<file path="src/rtl/fp_cmp_pkg.sv">
`default_nettype none
// ============================================================================
// Module      : fp_cmp_pkg
// Description : FloPoCo 11/16 word layout, exception encodings and tag sizing
//               shared by the comparator scheduler and its core.
// Revision    : 1.0 - initial release
// ============================================================================
package fp_cmp_pkg;

    localparam int WIDTH_DEF = 30;

    localparam int EXN_HI   = 29;
    localparam int EXN_LO   = 28;
    localparam int SIGN_BIT = 27;
    localparam int EXP_HI   = 26;
    localparam int EXP_LO   = 16;
    localparam int FRAC_HI  = 15;

    localparam logic [1:0] EXN_ZERO = 2'b00;
    localparam logic [1:0] EXN_NORM = 2'b01;
    localparam logic [1:0] EXN_INF  = 2'b10;
    localparam logic [1:0] EXN_NAN  = 2'b11;

    function automatic int tag_w(input int n);
        return (n <= 2) ? 1 : $clog2(n);
    endfunction

endpackage
`default_nettype wire

</file>
<file path="src/rtl/fp_le_core.sv">
`default_nettype none
// ============================================================================
// Module      : fp_le_core
// Description : Pipelined a - b on FloPoCo 11/16 words, reduced to the a <= b
//               decision from the exception and sign fields of the difference.
// Revision    : 1.0 - initial release
// ============================================================================
module fp_le_core
    import fp_cmp_pkg::*;
#(
    parameter int WIDTH   = WIDTH_DEF,
    parameter int CMP_LAT = 3
) (
    input  logic             clk,
    input  logic             rst,
    input  logic [WIDTH-1:0] i_a,
    input  logic [WIDTH-1:0] i_b,
    output logic             o_le
);

    logic [WIDTH-1:0] r_a;
    logic [WIDTH-1:0] r_b;
    logic [1:0]       w_exn_a, w_exn_b, w_r_exn;
    logic             w_sgn_a, w_sgn_b, w_r_sgn;
    logic [27:0]      w_ext_a, w_ext_b, w_key_a, w_key_b;
    logic [28:0]      w_diff;
    logic             w_le;

    always_ff @(posedge clk or posedge rst) begin
        if (rst) begin
            r_a <= '0;
            r_b <= '0;
        end else begin
            r_a <= i_a;
            r_b <= i_b;
        end
    end

    // Finite operands map to a signed key (zero -> 0) so one subtraction
    // yields the sign and zero-ness of the difference.
    always_comb begin
        w_exn_a = r_a[EXN_HI:EXN_LO];
        w_exn_b = r_b[EXN_HI:EXN_LO];
        w_sgn_a = r_a[SIGN_BIT];
        w_sgn_b = r_b[SIGN_BIT];
        w_ext_a = (w_exn_a == EXN_ZERO) ? '0 : {1'b0, r_a[EXP_HI:0]};
        w_ext_b = (w_exn_b == EXN_ZERO) ? '0 : {1'b0, r_b[EXP_HI:0]};
        w_key_a = w_sgn_a ? (~w_ext_a + 28'd1) : w_ext_a;
        w_key_b = w_sgn_b ? (~w_ext_b + 28'd1) : w_ext_b;
        w_diff  = {w_key_a[27], w_key_a} - {w_key_b[27], w_key_b};

        w_r_exn = EXN_NORM;
        w_r_sgn = w_diff[28];
        if (w_exn_a == EXN_NAN || w_exn_b == EXN_NAN) begin
            w_r_exn = EXN_NAN;
            w_r_sgn = 1'b0;
        end else if (w_exn_a == EXN_INF && w_exn_b == EXN_INF) begin
            w_r_exn = (w_sgn_a == w_sgn_b) ? EXN_NAN : EXN_INF;
            w_r_sgn = w_sgn_a;
        end else if (w_exn_a == EXN_INF) begin
            w_r_exn = EXN_INF;
            w_r_sgn = w_sgn_a;
        end else if (w_exn_b == EXN_INF) begin
            w_r_exn = EXN_INF;
            w_r_sgn = ~w_sgn_b;
        end else if (w_diff == '0) begin
            w_r_exn = EXN_ZERO;
            w_r_sgn = 1'b0;
        end

        case (w_r_exn)
            EXN_ZERO: w_le = 1'b1;
            EXN_NORM,
            EXN_INF:  w_le = w_r_sgn;
            default:  w_le = 1'b0;
        endcase
    end

    generate
        if (CMP_LAT == 1) begin : g_lat1
            assign o_le = w_le;
        end else begin : g_latn
            logic [CMP_LAT-2:0] r_le_sr;
            always_ff @(posedge clk or posedge rst) begin
                if (rst) begin
                    r_le_sr <= '0;
                end else begin
                    r_le_sr[0] <= w_le;
                    for (int k = 1; k < CMP_LAT - 1; k++) begin
                        r_le_sr[k] <= r_le_sr[k-1];
                    end
                end
            end
            assign o_le = r_le_sr[CMP_LAT-2];
        end
    endgenerate

endmodule
`default_nettype wire

</file>
<file path="src/rtl/fp_cmp_scheduler.sv">
`default_nettype none
// ============================================================================
// Module      : fp_cmp_scheduler
// Description : Round-robin sharing of one pipelined a <= b comparator among
//               NUM_REQ requesters, with per-requester response registers.
//               Optional operand NaN flagging: define FP_CMP_SCHED_NAN_EN.
// Revision    : 1.0 - initial release
// ============================================================================
module fp_cmp_scheduler
    import fp_cmp_pkg::*;
#(
    parameter int NUM_REQ = 4,
    parameter int WIDTH   = WIDTH_DEF,
    parameter int CMP_LAT = 3
) (
    input  logic                     clk,
    input  logic                     rst,
    input  logic [NUM_REQ-1:0]       req_valid,
    output logic [NUM_REQ-1:0]       req_ready,
    input  logic [NUM_REQ*WIDTH-1:0] req_a,
    input  logic [NUM_REQ*WIDTH-1:0] req_b,
    output logic [NUM_REQ-1:0]       rsp_valid,
    output logic [NUM_REQ-1:0]       rsp_le,
    input  logic [NUM_REQ-1:0]       rsp_ready,
    output logic [NUM_REQ-1:0]       rsp_nan,
    output logic                     busy
);

    localparam int TAG_W = tag_w(NUM_REQ);

    typedef struct packed {
        logic             valid;
        logic [TAG_W-1:0] idx;
    } tag_t;

    logic [TAG_W-1:0]   r_ptr;
    logic [NUM_REQ-1:0] r_out;
    logic [NUM_REQ-1:0] r_rsp_valid;
    logic [NUM_REQ-1:0] r_rsp_le;
    tag_t               r_tag [CMP_LAT];

    logic [NUM_REQ-1:0] w_elig;
    logic [NUM_REQ-1:0] w_grant;
    logic [NUM_REQ-1:0] w_consume;
    logic [TAG_W:0]     w_cand;
    logic [TAG_W-1:0]   w_gnt_idx;
    logic               w_gnt_any;
    logic [WIDTH-1:0]   w_a;
    logic [WIDTH-1:0]   w_b;
    logic               w_core_le;
    logic               w_le_fin;
    tag_t               w_last;

    // Outstanding covers both the pipe and an unconsumed response.
    assign w_elig    = rst ? '0 : (req_valid & ~r_out);
    assign w_consume = r_rsp_valid & rsp_ready;

    always_comb begin
        w_cand    = '0;
        w_gnt_idx = '0;
        w_gnt_any = 1'b0;
        for (int k = 1; k <= NUM_REQ; k++) begin
            w_cand = {1'b0, r_ptr} + (TAG_W+1)'(k);
            if (w_cand >= (TAG_W+1)'(NUM_REQ)) begin
                w_cand = w_cand - (TAG_W+1)'(NUM_REQ);
            end
            if (!w_gnt_any && w_elig[w_cand[TAG_W-1:0]]) begin
                w_gnt_any = 1'b1;
                w_gnt_idx = w_cand[TAG_W-1:0];
            end
        end
        w_grant = w_gnt_any ? (NUM_REQ'(1) << w_gnt_idx) : '0;
    end

    assign req_ready = w_grant;
    assign w_a       = req_a[w_gnt_idx*WIDTH +: WIDTH];
    assign w_b       = req_b[w_gnt_idx*WIDTH +: WIDTH];

    fp_le_core #(
        .WIDTH   (WIDTH),
        .CMP_LAT (CMP_LAT)
    ) u_core (
        .clk  (clk),
        .rst  (rst),
        .i_a  (w_a),
        .i_b  (w_b),
        .o_le (w_core_le)
    );

    always_ff @(posedge clk or posedge rst) begin
        if (rst) begin
            for (int k = 0; k < CMP_LAT; k++) begin
                r_tag[k] <= '0;
            end
        end else begin
            r_tag[0].valid <= w_gnt_any;
            r_tag[0].idx   <= w_gnt_idx;
            for (int k = 1; k < CMP_LAT; k++) begin
                r_tag[k] <= r_tag[k-1];
            end
        end
    end

    assign w_last = r_tag[CMP_LAT-1];

`ifdef FP_CMP_SCHED_NAN_EN
    logic               w_nan_in;
    logic [CMP_LAT-1:0] r_nan_sr;
    logic [NUM_REQ-1:0] r_rsp_nan;

    assign w_nan_in = (w_a[EXN_HI:EXN_LO] == EXN_NAN) || (w_b[EXN_HI:EXN_LO] == EXN_NAN);

    always_ff @(posedge clk or posedge rst) begin
        if (rst) begin
            r_nan_sr <= '0;
        end else begin
            r_nan_sr[0] <= w_nan_in;
            for (int k = 1; k < CMP_LAT; k++) begin
                r_nan_sr[k] <= r_nan_sr[k-1];
            end
        end
    end

    assign w_le_fin = w_core_le & ~r_nan_sr[CMP_LAT-1];

    always_ff @(posedge clk or posedge rst) begin
        if (rst) begin
            r_rsp_nan <= '0;
        end else if (w_last.valid) begin
            r_rsp_nan[w_last.idx] <= r_nan_sr[CMP_LAT-1];
        end
    end

    assign rsp_nan = r_rsp_nan;
`else
    assign w_le_fin = w_core_le;
    assign rsp_nan  = '0;
`endif

    // Tags in flight are unique, so landing and consuming never hit one slot.
    always_ff @(posedge clk or posedge rst) begin
        if (rst) begin
            r_ptr       <= TAG_W'(NUM_REQ - 1);
            r_out       <= '0;
            r_rsp_valid <= '0;
            r_rsp_le    <= '0;
        end else begin
            r_out       <= r_out & ~w_consume;
            r_rsp_valid <= r_rsp_valid & ~w_consume;
            if (w_gnt_any) begin
                r_ptr            <= w_gnt_idx;
                r_out[w_gnt_idx] <= 1'b1;
            end
            if (w_last.valid) begin
                r_rsp_valid[w_last.idx] <= 1'b1;
                r_rsp_le[w_last.idx]    <= w_le_fin;
            end
        end
    end

    assign rsp_valid = r_rsp_valid;
    assign rsp_le    = r_rsp_le;
    assign busy      = |r_out;

endmodule
`default_nettype wire

</file>
<file path="config.mk">
export PLATFORM = sky130hd
export DESIGN_NAME = fp_cmp_scheduler
export DESIGN_NICKNAME = d
export VERILOG_FILES = /design/src/rtl/fp_cmp_pkg.sv /design/src/rtl/fp_le_core.sv /design/src/rtl/fp_cmp_scheduler.sv
export SDC_FILE = /design/constraint.sdc
export NUM_CORES = 1
export LEC_CHECK = 0
export CORE_AREA = 2 2 146 148
export CTS_CLUSTER_SIZE = 30
export DETAILED_ROUTE_END_ITERATION = 10
export DIE_AREA = 0 0 148 150
export PLACE_DENSITY = 0.84
export SYNTH_ARGS = -nofsm -noshare
export SYNTH_HDL_FRONTEND = slang
export SYNTH_HIERARCHICAL = 1
export SYNTH_SLANG_ARGS = --single-unit
</file>
<file path="constraint.sdc">
create_clock -name clk -period 5.2 [get_ports clk]
set_input_delay 0.52 -clock clk [delete_from_list [all_inputs] [get_ports clk]]
set_output_delay 0.52 -clock clk [all_outputs]
set_load 0.005 [all_outputs]
</file>
==> metrics.cfg <==
[sta]
fmax_ghz = 0.200
slew_violations = 0
setup_violations = 0
worst_clock_skew_ns = 0.00798
period_minus_slack_ns = 4.99
relSlewSlack = 0.392
fin_ws_ns = 0.208
worst_slew_pin_slew_ns = 0.913
finalSetupTns_ns = 0
hold_viol = 0
finalCritPeriodShare = 0.960

[layout]
syn2layout_area_growth_pct = 37.9
seq_area_um2 = 2130
multi_input_area_um2 = 6300
fin_nets = 1680
final_core_util = 0.598
final_common_cell = clkdlybuf4s50_1
layout_common_cells = clkdlybuf4s50_1, nand4_1, nand2_1, dfrtp_1, nand3_1
fillerInstances = 1852
stdcell_count = 1678
drive_above_1_share = 0.118

[floorplanning]
die_h_um = 150
io_pins = 267
start_util = 0.434
dieArea_um2 = 22200
fp-row-count = 53
die_w_um = 148
coreArea_um2 = 20700

[run]
cap_viol_max_count = 0

[critical_path]
critPathKind = flip-flop to flip-flop
crit_path_cell_trace = or4_1 > or4_1 > or2_1 > o21bai_2 > buf_4 > o21a_2 > xor2_1 > ha_1 > a21oi_1 > o21ai_0 > a21o_1 > a31oi_2 > buf_4 > xnor2_1 > a211oi_2 > nor4b_4 > and4_1 > a21o_1 > ha_1 > a31oi_1 > nor2_1
cp_max_fo = 6
critPathBufInv = 2
max_stage_delay_ns = 0.53
critical_path_arrival_ns = 5.24
cp.required_ns = 5.44
start_kind = flip-flop
critPathTopFamily = simple AND/OR/NAND/NOR gates
ff2ff_setup_slack_ns = 0.21
cp_slowest_cell = or4_1
crit_path_end_kind = flip-flop

[placed_design]
place.gp.congestion = 0.962
place_inst = 1655
hpwlAfterDp_um = 24900
port_buffers = 262
place_ws_ns = 0.0574

[grt]
grt_pass1_wl_um = 49900
grt_max_degree = 122
grt_overflow_total = 0
antenna_found_initial = 2
first_global_vias = 9509
grt_usage = 0.284

[routing]
finalWirelength_um = 32600
wl_per_cell_um = 19.4
viasPerCell = 6.16
ant_nets = 0
via_count = 10300
remaining_drc_errors = 0
first_pass_iters = 5
first_iter_violations = 1132

[synthesis]
synth_edf_count = 0
synth_cell_type_count = 93
synthCells = 1165
synth_top_area_share = 0.232
avgSynthCellArea_um2 = 7.70
yosysSeqAreaShare = 0.237
synth.top_cells.by_area = dfrtp_1, nand4_1, a21boi_0, o22ai_1, ha_1
synth_seq_cells = 85
synth-warning-count = 6
ys_async_sr_fraction = 1.00
synth_largest_area_cell = dfrtp_1
netlist_area_um2 = 8970
synth_flop_cell = dfrtp_1

[worst_hold_path]
hold_path.class = flip-flop to flip-flop

[outcome]
outcome = completed

[clocking]
clkTransAtPathRegs_ns = 0.07
hold_buffers = 0
cts_made_buffers = 9
clockRootBuffer = clkbuf_16
htreeDepth = 3
max-clock-path-buffers = 2
clk_latency_ns = 0.36
clock_sinks = 85
cts_tree = built

## what timing repair did
item / CTS / global route
buffers inserted: 0 / 6
gates resized for setup: 0 / 43
setup endpoints to repair: 0 / 1
## cells in the mapped netlist, types with 16 or more instances
| cell type | instances |
|---|---|
| and3_1 | 63 |
| buf_2 | 41 |
| nor2_1 | 54 |
| a21oi_1 | 41 |
| clkbuf_1 | 44 |
| nor3_1 | 18 |
| nand4_1 | 134 |
| o22ai_1 | 66 |
| xor2_1 | 18 |
| nand3_1 | 77 |
| xnor2_1 | 28 |
| dfrtp_1 | 83 |
| nand2_1 | 85 |
| a21boi_0 | 60 |
| o21ai_0 | 50 |
| ha_1 | 32 |
| o21a_1 | 16 |
| inv_1 | 25 |
## worst reg2reg max path: cells and delay by family, from the launching register on
kind,cells,cell delay [ns]
and+or+nand+nor,6,1.76
DFF,1,0.40
buffers and inverters,2,0.34
adders and majority gates,2,0.52
AOI/OAI and AO/OA,9,1.64
xor gates and xnor gates,2,0.23
## layout make-up
cell class,count,share of cell area
Clock inverter,7,0.00920
Sequential cell,85,0.172
Inverter,27,0.00931
Timing Repair Buffer,331,0.254
Tap cell,275,0.0278
Clock buffer,9,0.0182
Antenna cell,1,0.000202
Multi-Input combinational cell,943,0.509
## registers in the layout (all words and copies together), names as in the netlist
signal / flops
u_core/r_a: 30
u_core/r_b: 30
r_tag: 9
r_out: 4
rsp_le: 4
rsp_valid: 4
r_ptr: 2
u_core/g_latn.r_le_sr: 2
## metrics by stage
stage	hold slack, ns	cell area (um2)
after floorplan	0.331	8980
after global placement	0.333	11800
after detailed placement	0.340	11800
after CTS	0.357	12200
after global routing	0.359	12400
final	0.353	12400
## metal layers
metal,GRT usage,wire length [um],vias to the layer above
li1,-,-,4912
met1,0.372,13300,4846
met2,0.465,15400,512
met3,0.0601,2790,69
met4,0.105,1120,0
met5,0,0,-
## final timing paths
check,start,endpoint,depth (start not counted)
max in group asynchronous,rst,u_core/r_a[29]$_DFF_PP0_,3
worst max register to register,u_core/r_a[3]$_DFF_PP0_,u_core/g_latn.r_le_sr[0]$_DFF_PP0_,21
worst max-delay path,u_core/r_a[3]$_DFF_PP0_,u_core/g_latn.r_le_sr[0]$_DFF_PP0_,21
worst min register to register,r_tag[3]$_DFF_PP0_,r_tag[0]$_DFF_PP0_,0
worst min-delay path,r_tag[3]$_DFF_PP0_,r_tag[0]$_DFF_PP0_,0
min in group asynchronous,rst,u_core/r_b[15]$_DFF_PP0_,3
## cells by family after synthesis
logic type / Yosys count / synth area share
AOI/OAI and AO/OA: 342 / 0.265
xor gates and xnor gates: 46 / 0.0449
adders and majority gates: 33 / 0.0469
buffers and inverters: 140 / 0.0801
DFF: 85 / 0.237
muxes: 5 / 0.00628
other: 1 / 0.000418
and+or+nand+nor: 513 / 0.319
Power is left out: the tool's default activity adds up to more than one toggle a clock period on the data nets, which glitch-free logic cannot reach.
